## src/rtl/uart_tx_pkg.sv

```systemverilog
// Shared definitions for the UART transmit controller: FSM states and line levels.
package uart_tx_pkg;

  typedef enum logic [2:0] {
    IDLE,
    LOAD,
    START,
    DATA,
    STOP
  } tx_state_e;

  localparam logic START_BIT  = 1'b0;
  localparam logic STOP_BIT   = 1'b1;
  localparam logic IDLE_LEVEL = 1'b1;

endpackage

```

## src/rtl/tx_baud_timer.sv

```systemverilog
// Bit-period counter: counts 0..CLKS_PER_BIT-1 while enabled and flags the last cycle.
module tx_baud_timer #(
  parameter int CLKS_PER_BIT = 10
) (
  input  logic clk,
  input  logic reset,
  input  logic clear,
  input  logic enable,
  output logic rollover_flag
);

  localparam int CW = (CLKS_PER_BIT > 1) ? $clog2(CLKS_PER_BIT) : 1;
  localparam logic [CW-1:0] LAST = CW'(CLKS_PER_BIT - 1);

  logic [CW-1:0] cnt_q, cnt_d;

  assign rollover_flag = enable && (cnt_q == LAST);

  // Restart at zero on rollover so the count never runs past its terminal value.
  always_comb begin
    cnt_d = cnt_q;
    if (clear) begin
      cnt_d = '0;
    end else if (enable) begin
      cnt_d = rollover_flag ? '0 : cnt_q + 1'b1;
    end
  end

  always_ff @(posedge clk or posedge reset) begin
    if (reset) begin
      cnt_q <= '0;
    end else begin
      cnt_q <= cnt_d;
    end
  end

endmodule

```

## src/rtl/uart_tx_ctrl.sv

```systemverilog
// UART transmitter: pops bytes from a FWFT FIFO and sends start, LSB-first data, stop.
module uart_tx_ctrl
  import uart_tx_pkg::*;
#(
  parameter int CLKS_PER_BIT = 10,
  parameter int DATA_BITS    = 8
) (
  input  logic                 clk,
  input  logic                 reset,
  input  logic                 emptyTx,
  input  logic [DATA_BITS-1:0] tx_data,
  output logic                 tx_deq,
  output logic                 serial_out,
  output logic                 tx_busy,
  output logic                 tx_done
);

  localparam int BW = $clog2(DATA_BITS + 1);
  localparam logic [BW-1:0] LAST_BIT = BW'(DATA_BITS - 1);

  tx_state_e            state_q, state_d;
  logic [DATA_BITS-1:0] shift_q, shift_d;
  logic [BW-1:0]        bit_cnt_q, bit_cnt_d;
  logic                 serial_q, serial_d;
  logic                 timer_clear, timer_en, bit_end;

  tx_baud_timer #(
    .CLKS_PER_BIT(CLKS_PER_BIT)
  ) u_baud (
    .clk          (clk),
    .reset        (reset),
    .clear        (timer_clear),
    .enable       (timer_en),
    .rollover_flag(bit_end)
  );

  always_comb begin
    state_d     = state_q;
    shift_d     = shift_q;
    bit_cnt_d   = bit_cnt_q;
    timer_clear = 1'b0;
    timer_en    = 1'b0;
    tx_deq      = 1'b0;
    tx_done     = 1'b0;
    case (state_q)
      IDLE: begin
        if (!emptyTx) state_d = LOAD;
      end
      LOAD: begin
        tx_deq      = 1'b1;
        shift_d     = tx_data;
        bit_cnt_d   = '0;
        timer_clear = 1'b1;
        state_d     = START;
      end
      START: begin
        timer_en = 1'b1;
        if (bit_end) state_d = DATA;
      end
      DATA: begin
        timer_en = 1'b1;
        if (bit_end) begin
          shift_d   = shift_q >> 1;
          bit_cnt_d = bit_cnt_q + 1'b1;
          if (bit_cnt_q == LAST_BIT) state_d = STOP;
        end
      end
      STOP: begin
        timer_en = 1'b1;
        // The FIFO is only consulted here, so mid-frame emptyTx changes are ignored.
        if (bit_end) begin
          tx_done = 1'b1;
          state_d = emptyTx ? IDLE : LOAD;
        end
      end
      default: state_d = IDLE;
    endcase
  end

  // Line level is derived from the next state so it switches on the same edge as the FSM.
  always_comb begin
    serial_d = IDLE_LEVEL;
    case (state_d)
      START:   serial_d = START_BIT;
      DATA:    serial_d = shift_d[0];
      STOP:    serial_d = STOP_BIT;
      default: serial_d = IDLE_LEVEL;
    endcase
  end

  always_ff @(posedge clk or posedge reset) begin
    if (reset) begin
      state_q   <= IDLE;
      shift_q   <= '0;
      bit_cnt_q <= '0;
      serial_q  <= IDLE_LEVEL;
    end else begin
      state_q   <= state_d;
      shift_q   <= shift_d;
      bit_cnt_q <= bit_cnt_d;
      serial_q  <= serial_d;
    end
  end

  assign serial_out = serial_q;
  assign tx_busy    = (state_q != IDLE);

endmodule

```

## config.mk

```make
export PLATFORM = sky130hd
export DESIGN_NAME = uart_tx_ctrl
export DESIGN_NICKNAME = d
export VERILOG_FILES = /design/src/rtl/uart_tx_pkg.sv /design/src/rtl/tx_baud_timer.sv /design/src/rtl/uart_tx_ctrl.sv
export SDC_FILE = /design/constraint.sdc
export NUM_CORES = 1
export LEC_CHECK = 0
export CORE_AREA = 2 2 59 61
export CTS_CLUSTER_DIAMETER = 60
export DETAILED_ROUTE_END_ITERATION = 10
export DIE_AREA = 0 0 61 63
export GPL_TIMING_DRIVEN = 0
export PLACE_DENSITY = 0.65
export SLEW_MARGIN = 20
export SYNTH_ARGS = -nofsm -noshare
export SYNTH_HDL_FRONTEND = slang
export SYNTH_SLANG_ARGS = --single-unit
```

## constraint.sdc

```tcl
create_clock -name clk -period 2.05 [get_ports clk]
set_clock_uncertainty 0.15 [all_clocks]
set_input_delay 0.205 -clock clk [delete_from_list [all_inputs] [get_ports clk]]
set_output_delay 0.205 -clock clk [all_outputs]
set_load 0.01 [all_outputs]
```

==> impl_metrics.tcl, run 1 <==
set metrics [dict create \
    mostFrequentLayoutCells "nand2_1 (22), dfrtp_1 (18), clkdlybuf4s50_1 (11), a22oi_1 (6), nand3_1 (6)" \
    fmax_mhz 515 \
    start_util 0.333 \
    period_share 0.947 \
    dieArea_sq_mm 0.00384 \
    drive_gt1_frac 0.143 \
    htree_levels 1 \
    drc 0 \
    antenna_left 0 \
    io_pins 15 \
    power_switching_mw 0.514 \
    core_sq_mm 0.00323 \
    yosys-mux-area-fraction 0.00930 \
    hold_viol_final 0 \
    grt_pass1_wl_mm 4.11 \
    n_antenna_cell 0 \
    nNetsFinal 148 \
    drtIter0Drc 45 \
    powerDensity_mw_per_mm2 1080 \
    yosys.area_share.simple 0.249 \
    clock_latency_ns 0.30 \
    seqPwrFrac 0.464 \
    worst_r2r_path_depth 6 \
    max_cap_violations 0 \
    grt_pass1_vias 912 \
    maxSlewHeadroom 0.494 \
    crit_arrival_ns 1.59 \
    rows 21 \
    place_congestion 0.786 \
    p_int_mw 0.942 \
    swShare 0.353 \
    cp-end-kind "output port" \
    netlist.area_leader.share 0.442 \
    run_status "complete, no violations" \
    synth.area.top_cells "dfrtp_1 (44%), nand2_1 (7.7%), a22oi_1 (4.2%), ha_1 (3.5%), nand3_1 (2.8%)" \
    dp_cells 173 \
    routedWlPerCell_um 12.6 \
    rsz0062_at_grt "no" \
    ys_seq_area_frac 0.466 \
    hpwlAfterDp_mm 1.64 \
    clockRootBuffer "clkbuf_4" \
    track_usage 0.137 \
    post-route-min-period_ns 1.94 \
    slew_viol_final 0 \
    synth_xor_area_frac 0.0163 \
    crit_required_ns 1.69 \
    synth_cells 113 \
    fillers 346 \
    fp.dieH_um 63 \
    grt_overflow_total 0 \
    synthAdderAreaFrac 0.0349 \
    cts_sinks 20 \
    worst_pin_slew_ns 0.758 \
    fin_util 0.415 \
    clockBufferDepth 2 \
    start_kind "flop" \
    cellLeakagePower_nw 0.605 \
    avgSynthCellArea_sq_um 9.52 \
    clkTransAtPathRegs_ns 0.11 \
    syn_to_final_growth_pct 24.8 \
    drt_wl_total_mm 2.25 \
    tns_ns 0 \
    numCtsBuffers 3 \
    syn_nets 127 \
    setup_viol 0 \
    cts_tree "done" \
    synth_top_family_by_area "simple AND/OR/NAND/NOR gates" \
    holdWs_ns 0.177 \
    grt_max_degree 21 \
    timing_worst_setup_path_type "reg2out" \
    synth_seq_cells 20 \
    vias 900 \
    final_common_cell "nand2_1" \
    first_pass_iters 4 \
    vias_per_cell 5.03 \
    syn_area_sq_mm 0.00108 \
    synth_top_cell_by_area "dfrtp_1" \
    critPathMaxFanout 10 \
    pwr-share-comb 0.379 \
    p_clk_frac 0.157 \
    synth_cell_types 39 \
    synth_warnings 0 \
    ir_worst_vdd_v 0.000476 \
    dieWidth_um 61 \
    portBuffers 14 \
    min_path_type "in2async" \
    fin_cells 179 \
    synth_compound_area_frac 0.167 \
    antenna_found_initial 0 \
]
## sequential cells by signal, indices dropped and copies added (netlist names)
register and cells:
shift_q 8, bit_cnt_q 4, u_baud.cnt_q 4, state_q 3, serial_out 1
## layer usage
metal,vias to the layer above,wire [um],GRT usage
met4,0,0,0.0190
met3,0,98,0.0393
met2,20,1060,0.214
met5,-,0,0
li1,445,-,-
met1,435,1090,0.191
## worst max-delay path, stage by stage (launching register included)
cell and delay (ns):
dfrtp_1 0.40, buf_4 0.17, or3_1 0.40, dlygate4sd2_1 0.31
## synthesized netlist by cell type, drive strengths merged
library cell  instances
nand2b                3
and3                  1
and2                  1
nor3                  1
ha                    3
nor2                  4
nand4b                1
or3                   1
xor2                  2
o41ai                 1
dfrtp                19
nor2b                 1
a211o                 1
mux2i                 1
a211oi                1
nor4b                 1
o21ai                 6
nand3b                2
nand3                 6
o2bb2ai               1
buf                   7
dfstp                 1
inv                   4
a22o                  2
a21oi                 2
o22ai                 1
and3b                 2
o31ai                 3
nand2                22
nor3b                 2
and4b                 1
o221a                 1
a22oi                 6
or4b                  1
nor4                  1
## worst paths after layout
kind | startpoint | endpoint | slack, ns
setup / recovery | state_q[0]$_DFF_PP0_ | tx_busy | 0.11
setup reg to reg | u_baud.cnt_q[1]$_DFFE_PP0P_ | u_baud.cnt_q[1]$_DFFE_PP0P_ | 0.23
max in group asynchronous | reset | state_q[2]$_DFF_PP0_ | 1.06
hold reg to reg | shift_q[1]$_DFFE_PP0P_ | shift_q[1]$_DFFE_PP0P_ | 0.33
hold / removal | reset | shift_q[2]$_DFFE_PP0P_ | 0.18
min in group clk | tx_data[7] | shift_q[7]$_DFFE_PP0P_ | 0.31
## final cells by class
class                   instances  area, sq um  share of cell area
inverters                       4         15.0              0.0112
repair buffers                 16          151               0.113
flip-flops and latches         20          503               0.375
well taps                      46         57.6              0.0429
plain buffers                   7         52.6              0.0391
clock buffers                   4         36.3              0.0270
multi-input cells              82          527               0.392
## logic make-up after synthesis
group | Yosys count
buffers and inverters | 11
multiplexers | 1
XOR/XNOR | 2
AO/OA/AOI/OAI | 25
AND/OR/NAND/NOR | 51
flip-flops | 20
adder cells (fa/ha/maj) | 3
## timing repair
item                       CTS  global route
buffers inserted             2             0
hold buffers                 0             0
setup endpoints to repair    3             0
resized for setup            9             0
## stage by stage
step	cell area (sq um)	worst slack [ns]	power [mW]
4_1_cts	1340	0.106	1.47
3_5_place_dp	1270	-0.0503	1.21
2_1_floorplan	1080	0.446	1.06
6_report	1340	0.108	1.46
3_3_place_gp	1270	-0.0473	1.18
5_1_grt	1340	0.0380	1.59
## power groups by stage
stage | logic [mW] | clock network [mW] | registers (mW)
final | 0.552 | 0.229 | 0.675
after global routing | 0.623 | 0.259 | 0.705
after CTS | 0.554 | 0.239 | 0.673
after detailed placement | 0.529 | 0 | 0.682
after global placement | 0.509 | 0 | 0.671
after floorplan | 0.416 | 0 | 0.647
Note: power is estimated with default switching activity, not from simulation.
==> run 2: changes to the inputs <==
Settings changed: CORE_AREA 2 2 59 61 to 2 2 58 60, DIE_AREA 0 0 61 63 to 0 0 60 62, SYNTH_HIERARCHICAL set to 1.
==> run 2 against run 1 <==
Against the previous run:
- die area is 3.2% lower
- highest routed layer is now met4
- total power down 54%
- worst setup slack lost 0.032 ns
- critical path type is now reg2reg
==> impl_metrics.tcl, run 2 <==
set metrics [dict create \
    track_usage 0.135 \
    fillers 311 \
    dp_cells 161 \
    slew_viol_final 0 \
    core_sq_mm 0.00318 \
    drive_gt1_frac 0.319 \
    drt_wl_total_mm 2.24 \
    async_flop_share 1.00 \
    tns_ns 0 \
    nNetsFinal 150 \
    ir_worst_vdd_v 0.000272 \
    cts_sinks 20 \
    post-route-min-period_ns 1.97 \
    ys_seq_area_frac 0.480 \
    htree_levels 1 \
    synth.most_common_cell "nand2_1" \
    clock_latency_ns 0.30 \
    rows 21 \
    clkTransAtPathRegs_ns 0.12 \
    grt_overflow_total 0 \
    regMostFlops "shift_q" \
    hold_viol_final 0 \
    timing_worst_setup_path_type "reg2reg" \
    grt_pass1_vias 842 \
    hpwlAfterDp_mm 1.48 \
    synth_warnings 6 \
    routedWlPerCell_um 12.4 \
    fin_cells 181 \
    mostFrequentLayoutCells "nand2_1 (21), dfrtp_1 (16), clkdlybuf4s50_1 (12), buf_4 (12), a22oi_1 (6)" \
    vias_per_cell 4.78 \
    start_kind "flop" \
    synth.area.top_cells "dfrtp_1 (45%), nand2_1 (8.3%), a22oi_1 (4.3%), ha_1 (3.6%), dfstp_2 (2.5%)" \
    max_cap_violations 0 \
    first_pass_iters 2 \
    vias 866 \
    cts_tree "done" \
    drtIter0Drc 22 \
    worst_pin_slew_ns 0.618 \
    io_pins 15 \
    place_congestion 0.705 \
    syn_nets 115 \
    crit_arrival_ns 2.07 \
    fmax_mhz 507 \
    ff2ff_setup_slack_ns 0.08 \
    syn_area_sq_mm 0.00105 \
    portBuffers 14 \
    avgSynthCellArea_sq_um 10.4 \
    synth_edf_count 0 \
    synth_top_cell_by_area "dfrtp_1" \
    synth_ff_type "dfrtp_1" \
    rsz0062_at_grt "yes" \
    dieWidth_um 60 \
    antenna_found_initial 0 \
    clockRootBuffer "clkbuf_4" \
    fp.dieH_um 62 \
    cp-end-kind "flop" \
    syn_to_final_growth_pct 40.3 \
    grt_pass1_wl_mm 3.71 \
    grt_max_degree 17 \
    dieArea_sq_mm 0.00372 \
    final_common_cell "nand2_1" \
    run_status "complete, no violations" \
    setup_viol 0 \
    crit_required_ns 2.14 \
    synth_cells 101 \
    drc 0 \
    clockBufferDepth 2 \
    netlist.area_leader.share 0.455 \
    synth_commonest_cells "nand2_1 (23), dfrtp_1 (19), a22oi_1 (6)" \
    antenna_left 0 \
    synth_cell_types 36 \
    min_path_type "reg2reg" \
    cellLeakagePower_nw 0.657 \
    start_util 0.329 \
    maxSlewHeadroom 0.587 \
    numCtsBuffers 3 \
    fin_util 0.462 \
    largest_reg_flops 8 \
    n_antenna_cell 0 \
    period_share 0.963 \
    reg_top3 "shift_q (8), bit_cnt_q (4), u_baud/cnt_q (4)" \
    synth_seq_cells 20 \
    critPathMaxFanout 6 \
    powerDensity_mw_per_mm2 457 \
]
-- run 2: what timing repair did --
item                                    in CTS  in global routing
endpoints found under the setup margin      16                  7
hold buffers                                 1                  0
buffers inserted                             8                  6
gates resized for setup                     14                  6
cloned                                       1                  0
hold endpoints to repair                     4                  0
pin swaps                                    5                  7
-- run 2: critical path, cell delays in order (launching register included) --
cell,delay [ns]
dfrtp_1,0.42
buf_12,0.13
nor2_4,0.11
nand2_2,0.06
nand2_2,0.07
inv_2,0.05
nor2_4,0.09
buf_6,0.12
and4b_4,0.27
buf_6,0.13
nand4_4,0.07
xor2_1,0.15
nor2_1,0.10
-- run 2: layout make-up --
type	count	area [sq um]	area share
multi-input combinational	73	537	0.366
sequential	20	505	0.344
timing repair buffer	30	270	0.184
tap	46	57.6	0.0392
buffer	3	42.5	0.0290
clock buffer	4	36.3	0.0247
inverter	5	18.8	0.0128
-- run 2: path summary, 6_finish.rpt --
kind,startpoint,to,cells past startpoint
setup / recovery,state_q[0]$_DFF_PP0_,bit_cnt_q[3]$_DFFE_PP0P_,12
min in group asynchronous,reset,u_baud/cnt_q[1]$_DFFE_PP0P_,3
hold / removal,shift_q[5]$_DFFE_PP0P_,shift_q[5]$_DFFE_PP0P_,2
setup reg to reg,state_q[0]$_DFF_PP0_,bit_cnt_q[3]$_DFFE_PP0P_,12
max in group asynchronous,reset,state_q[1]$_DFF_PP0_,3
hold reg to reg,shift_q[5]$_DFFE_PP0P_,shift_q[5]$_DFFE_PP0P_,2
-- run 2: layer usage --
metal,track usage,part of all wire,up-vias
li1,-,-,427
met5,0,0,-
met2,0.245,0.51,16
met1,0.157,0.45,421
met3,0.0393,0.038,2
met4,0.0349,0.0045,0
-- run 2: kinds of logic after synthesis --
family	share of synthesized area
and+or+nand+nor	0.255
AOI/OAI and AO/OA	0.150
DFF	0.480
buffers and inverters	0.0526
adders and majority gates	0.0359
xor gates and xnor gates	0.0167
muxes	0.0108
-- run 2: where the power goes --
group / internal [mW] / switching (mW)
clock network: 0.108 / 0.120
logic: 0.0235 / 0.0148
registers: 0.401 / 0.00299
-- run 2: per-stage QoR --
step | setup WS [ns] | power, mW | area (sq um) | hold WS, ns
after floorplan | 0.0172 | 0.424 | 1060 | -0.179
after global placement | -0.214 | 0.448 | 1250 | 0.277
after detailed placement | -0.255 | 0.449 | 1250 | 0.267
after CTS | 0.00426 | 0.674 | 1410 | 0.347
after global routing | -0.0237 | 0.702 | 1470 | 0.346
final | 0.0763 | 0.670 | 1470 | 0.345
